===== config.mk =====
export PLATFORM = sky130hd
export DESIGN_NAME = acc_operand_loader_flat
export DESIGN_NICKNAME = d
export VERILOG_FILES = /design/src/rtl/acc_operand_loader_if.sv /design/src/rtl/acc_operand_loader.sv /design/src/flat_wrapper.sv
export SDC_FILE = /design/constraint.sdc
export NUM_CORES = 1
export LEC_CHECK = 0
export ABC_AREA = 1
export BUFFER_PORTS_ARGS = -buffer_cell sky130_fd_sc_hd__buf_2
export CAP_MARGIN = 10
export CORE_ASPECT_RATIO = 0.6
export CORE_MARGIN = 2
export CORE_UTILIZATION = 42
export CTS_CLUSTER_SIZE = 8
export DETAILED_ROUTE_END_ITERATION = 10
export PLACE_DENSITY = 0.68
export SLEW_MARGIN = 10
export SYNTH_ARGS = -nofsm -noshare
export SYNTH_HDL_FRONTEND = slang
export SYNTH_SLANG_ARGS = --single-unit

===== constraint.sdc =====
create_clock -name clk -period 1.5 [get_ports clk]
set_input_delay 0.3 -clock clk [delete_from_list [all_inputs] [get_ports clk]]
set_output_delay 0.3 -clock clk [all_outputs]
set_load 0.01 [all_outputs]

===== src/rtl/acc_operand_loader_if.sv =====
// Word stream from the SoC-side bus adapter into the operand loader.
// The loader sits on the slave side and applies back-pressure through in_ready.
interface acc_operand_loader_if;
  logic        in_valid;
  logic        in_ready;
  logic [31:0] in_data;

  modport master (
    output in_valid,
    output in_data,
    input  in_ready
  );

  modport slave (
    input  in_valid,
    input  in_data,
    output in_ready
  );
endinterface


===== src/rtl/acc_operand_loader.sv =====
// Operand loader for the matrix multiplier.
// Unpacks a stream of 32-bit words into matrices A and B (element 0 in the
// LSBs of each word), fires a one-cycle start pulse and then holds both
// matrices stable until the multiplier reports done.
module acc_operand_loader #(
  parameter int dat_size = 8,
  parameter int mat_size = 2
) (
  input  logic                                         clk,
  input  logic                                         rst_n,
  input  logic                                         clear,
  acc_operand_loader_if.slave                          bus,
  output logic                                         start,
  input  logic                                         done,
  output logic                                         busy,
  output logic [mat_size*mat_size-1:0][dat_size-1:0]   mat_A,
  output logic [mat_size*mat_size-1:0][dat_size-1:0]   mat_B
);

  localparam int N   = mat_size * mat_size;
  localparam int EPW = 32 / dat_size;
  localparam int W   = (N + EPW - 1) / EPW;
  localparam int CW  = (W > 1) ? $clog2(W) : 1;

  localparam logic [CW-1:0] LAST_WORD = CW'(W - 1);

  typedef enum logic [1:0] {
    LOAD_A    = 2'd0,
    LOAD_B    = 2'd1,
    START     = 2'd2,
    WAIT_DONE = 2'd3
  } state_t;

  state_t        state;
  state_t        next_state;
  logic [CW-1:0] word_cnt;
  logic [CW-1:0] next_cnt;
  logic          loading;
  logic          accept;
  logic          last_word;

  // Words are only taken while loading, and never in a cycle that is being aborted.
  always_comb begin
    loading      = (state == LOAD_A) || (state == LOAD_B);
    bus.in_ready = loading && !clear;
    accept       = bus.in_valid && bus.in_ready;
    last_word    = (word_cnt == LAST_WORD);
  end

  // State register and word counter; reset puts the block back at the start of A.
  always_ff @(posedge clk or negedge rst_n) begin
    if (!rst_n) begin
      state    <= LOAD_A;
      word_cnt <= '0;
    end else begin
      state    <= next_state;
      word_cnt <= next_cnt;
    end
  end

  // Next-state logic; clear overrides everything, done only matters while waiting.
  always_comb begin
    next_state = state;
    next_cnt   = word_cnt;
    if (clear) begin
      next_state = LOAD_A;
      next_cnt   = '0;
    end else begin
      case (state)
        LOAD_A: begin
          if (accept) begin
            if (last_word) begin
              next_cnt   = '0;
              next_state = LOAD_B;
            end else begin
              next_cnt = word_cnt + CW'(1);
            end
          end
        end
        LOAD_B: begin
          if (accept) begin
            if (last_word) begin
              next_cnt   = '0;
              next_state = START;
            end else begin
              next_cnt = word_cnt + CW'(1);
            end
          end
        end
        START: begin
          next_state = WAIT_DONE;
        end
        WAIT_DONE: begin
          if (done) begin
            next_state = LOAD_A;
            next_cnt   = '0;
          end
        end
        default: begin
          next_state = LOAD_A;
          next_cnt   = '0;
        end
      endcase
    end
  end

  // Registered status outputs so start is a clean single-cycle pulse.
  always_ff @(posedge clk or negedge rst_n) begin
    if (!rst_n) begin
      start <= 1'b0;
      busy  <= 1'b0;
    end else begin
      start <= (next_state == START);
      busy  <= (next_state == START) || (next_state == WAIT_DONE);
    end
  end

  // Each element has a fixed home word and slot; slots past the last element are dropped.
  always_ff @(posedge clk or negedge rst_n) begin
    if (!rst_n) begin
      mat_A <= '0;
      mat_B <= '0;
    end else if (accept) begin
      for (int k = 0; k < N; k++) begin
        if (word_cnt == CW'(k / EPW)) begin
          if (state == LOAD_A) begin
            mat_A[k] <= bus.in_data[(k % EPW)*dat_size +: dat_size];
          end else begin
            mat_B[k] <= bus.in_data[(k % EPW)*dat_size +: dat_size];
          end
        end
      end
    end
  end

endmodule


===== src/flat_wrapper.sv =====
// flat-port wrapper written by rule: the top's interface ports become plain ports
module acc_operand_loader_flat 
#(
  parameter int dat_size = 8,
  parameter int mat_size = 2
)
  (clk, rst_n, clear, start, done, busy, mat_A, mat_B, bus_in_valid, bus_in_data, bus_in_ready);
  acc_operand_loader_if bus_i ();
  input  logic clk;
  input  logic rst_n;
  input  logic clear;
  output logic start;
  input  logic done;
  output logic busy;
  output logic [mat_size*mat_size-1:0][dat_size-1:0] mat_A;
  output logic [mat_size*mat_size-1:0][dat_size-1:0] mat_B;
  input wire logic [$bits(bus_i.in_valid)-1:0] bus_in_valid;
  input wire logic [$bits(bus_i.in_data)-1:0] bus_in_data;
  output wire logic [$bits(bus_i.in_ready)-1:0] bus_in_ready;
  assign bus_i.in_valid = bus_in_valid;
  assign bus_i.in_data = bus_in_data;
  assign bus_in_ready = bus_i.in_ready;
  acc_operand_loader #(.dat_size(dat_size), .mat_size(mat_size)) u_core (.clk(clk), .rst_n(rst_n), .clear(clear), .bus(bus_i), .start(start), .done(done), .busy(busy), .mat_A(mat_A), .mat_B(mat_B));
endmodule

==> metrics.cfg <==
[placed_design]
port_buffers = 103
hpwl_um = 5485
gp_congestion = 0.7931
place_inst = 487

[sta]
finalCritPeriodShare_pct = 90.16
finalClockSkew_ns = 0.009222
finalCriticalPeriod_ns = 1.352
drv_slew = 0
worst_slew_pin_slew_ns = 0.3864
hold_viol = 0
setup_viol = 0
rsz0062_at_grt = false
maxSlewHeadroom_pct = 74.24
finalSetupTns_ns = 0
fmax_mhz = 739.4

[die]
die_area_um2 = 7386
io-pin-count = 104
placementRows = 23
dieHeight_um = 67.38
start_util_pct = 42.85
core-area_um2 = 6561
fp.dieW_um = 109.6

[global_route]
grt_pass1_wl_um = 11900
antenna_found_initial = 0
track_usage_pct = 21.87
first_global_vias = 2329
global_route.overflow_total = 0
grt_max_degree = 35

[routing]
drt_iter0_markers = 148
num_vias = 2538
first_pass_iters = 4
drcViolationCount = 0
antenna_left = 0
vias_per_cell = 5.026
routed_wl_um = 7659
wl_per_cell_um = 15.17

[pwr]
total_leakage_power_nw = 2.081
irDropWorstVdd_v = 0.0008254
fin_total_pwr_mw = 6.893
cellPowerDensity_nw_per_um2 = 1877

[yosys]
synth-edff-count = 0
synth-async-reset-ratio_pct = 100.0
synth.area.top_cells = dfrtp_1 (61%), nand2_1 (18%), nand4_1 (14%)
ys_seq_elements = 68
yosysMostFrequentCell = nand2_1
yosysSeqAreaShare_pct = 60.53
syn_area_per_cell_um2 = 9.248
yosysUniqueCellTypes = 13
syn_area_um2 = 2811
postSynthCellCount = 304
synth_top_area_share_pct = 60.53
ys.flop_type = dfrtp_1
synth_common_cells = nand2_1 (132), dfrtp_1 (68), nand4_1 (64)
synth_nets = 341
yosysWarnings = 0
yosysTopAreaCell = dfrtp_1

[clock_network]
clk_pin_slew_ns = 0.08
cts_sinks = 68
cts_buffer_depth = 2
cts_buffers = 9
tritoncts = built
root_buffer = clkbuf_8
clk_latency_ns = 0.35
cts.repair.resized = 0
htree_levels = 3

[run_status]
outcome = finished clean

[worst_setup_path]
crit_type = register to primary output
worstSetupStartpointType = register
required_ns = 1.20
reg2regPathDepth = 6
cp.arrival_ns = 1.05
endpoint_kind = primary output
worst-path-max-fanout = 4

[hold_path]
hold_class = input port to register
whs_path_depth = 3

[cells_and_area]
stdcell_count = 505
drive_above_1_share_pct = 34.21
fill_cells = 636
num_antenna_cells = 0
nNetsFinal = 450
area.sequential_um2 = 1702
multi_input_area_um2 = 947.2
area_growth_pct = 30.62

[flow_run]
cap_violations = 0

[per-stage QoR]
stage / hold slack, ns / util (%) / worst slack [ns] / instance area (um^2)
2_1_floorplan: 0.004409 / - / 0.4070 / 2811
6_report: 0.2100 / 55.97 / 0.1476 / 3672
3_5_place_dp: 0.2422 / 52.84 / 0.2120 / 3467
3_3_place_gp: 0.2407 / 52.84 / 0.2667 / 3467
5_1_grt: 0.2005 / 55.97 / 0.08206 / 3672
4_1_cts: 0.1926 / 55.97 / 0.1181 / 3672
[registers in the layout, summed over array words and instances, names as in the netlist]
signal        count
u_core.mat_A     32
u_core.busy       1
u_core.start      1
u_core.state      2
u_core.mat_B     32
[placed cells by master, fill, tap and decap left out]
master and count:
buf_2 103, nand2_1 132, dfrtp_1 68, buf_12 2
clkinvlp_4 3, nand4_1 64, nand3_1 2, a21oi_1 3
nor2_4 1, clkbuf_8 11, clkinv_4 1, o21bai_1 2
inv_1 3, inv_2 2, buf_4 19, clkinv_2 1
dlygate4sd3_1 1
[area by class of cell]
class | instances | area share (%)
clock buffer | 11 | 4.123
clock inverter | 5 | 0.9881
inverter | 5 | 0.5111
sequential | 68 | 46.34
multi-input combinational | 204 | 25.79
timing repair buffer | 125 | 19.28
tap | 87 | 2.964
[cell families after synthesis]
group           Yosys count  synth area share [%]
buf+inv                  32                 5.786
simple gates            199                 32.62
compound gates            5                 1.068
flops                    68                 60.53
[repair_timing]
item	in CTS	in global routing
setup buffers	1	0
endpoints found under the setup margin	1	0
endpoints found under the hold margin	13	0
hold buffers	1	0
[critical path, cell delays in order, from the launching register on]
cell and delay (ns):
dfrtp_1 0.43, nor2_4 0.11, buf_2 0.17
[final timing paths]
check                           startpoint          endpoint  slack (ns)
max                        u_core.state[1]      bus_in_ready        0.15
min                        bus_in_data[10]  u_core.mat_A[10]        0.21
max reg2reg                u_core.state[1]  u_core.mat_B[21]        0.20
min reg2reg                u_core.mat_A[8]   u_core.mat_A[8]        0.47
max in group asynchronous            rst_n  u_core.mat_A[12]        0.59
min in group asynchronous            rst_n  u_core.mat_A[29]        0.40
[where the power goes]
part	internal (mW)	switching, mW
logic	0.978	1.48
registers	2.60	0.429
clock network	0.689	0.711
total	4.27	2.62
[per-layer routing]
layer / up-vias / track usage [%] / part of all wire, %
li1: 1248 / - / -
met1: 1178 / 32.90 / 50
met2: 102 / 28.09 / 39
met3: 10 / 8.880 / 9.2
met4: 0 / 6.962 / 1.3
met5: - / 0 / 0
(Power assumes the default switching activity.)
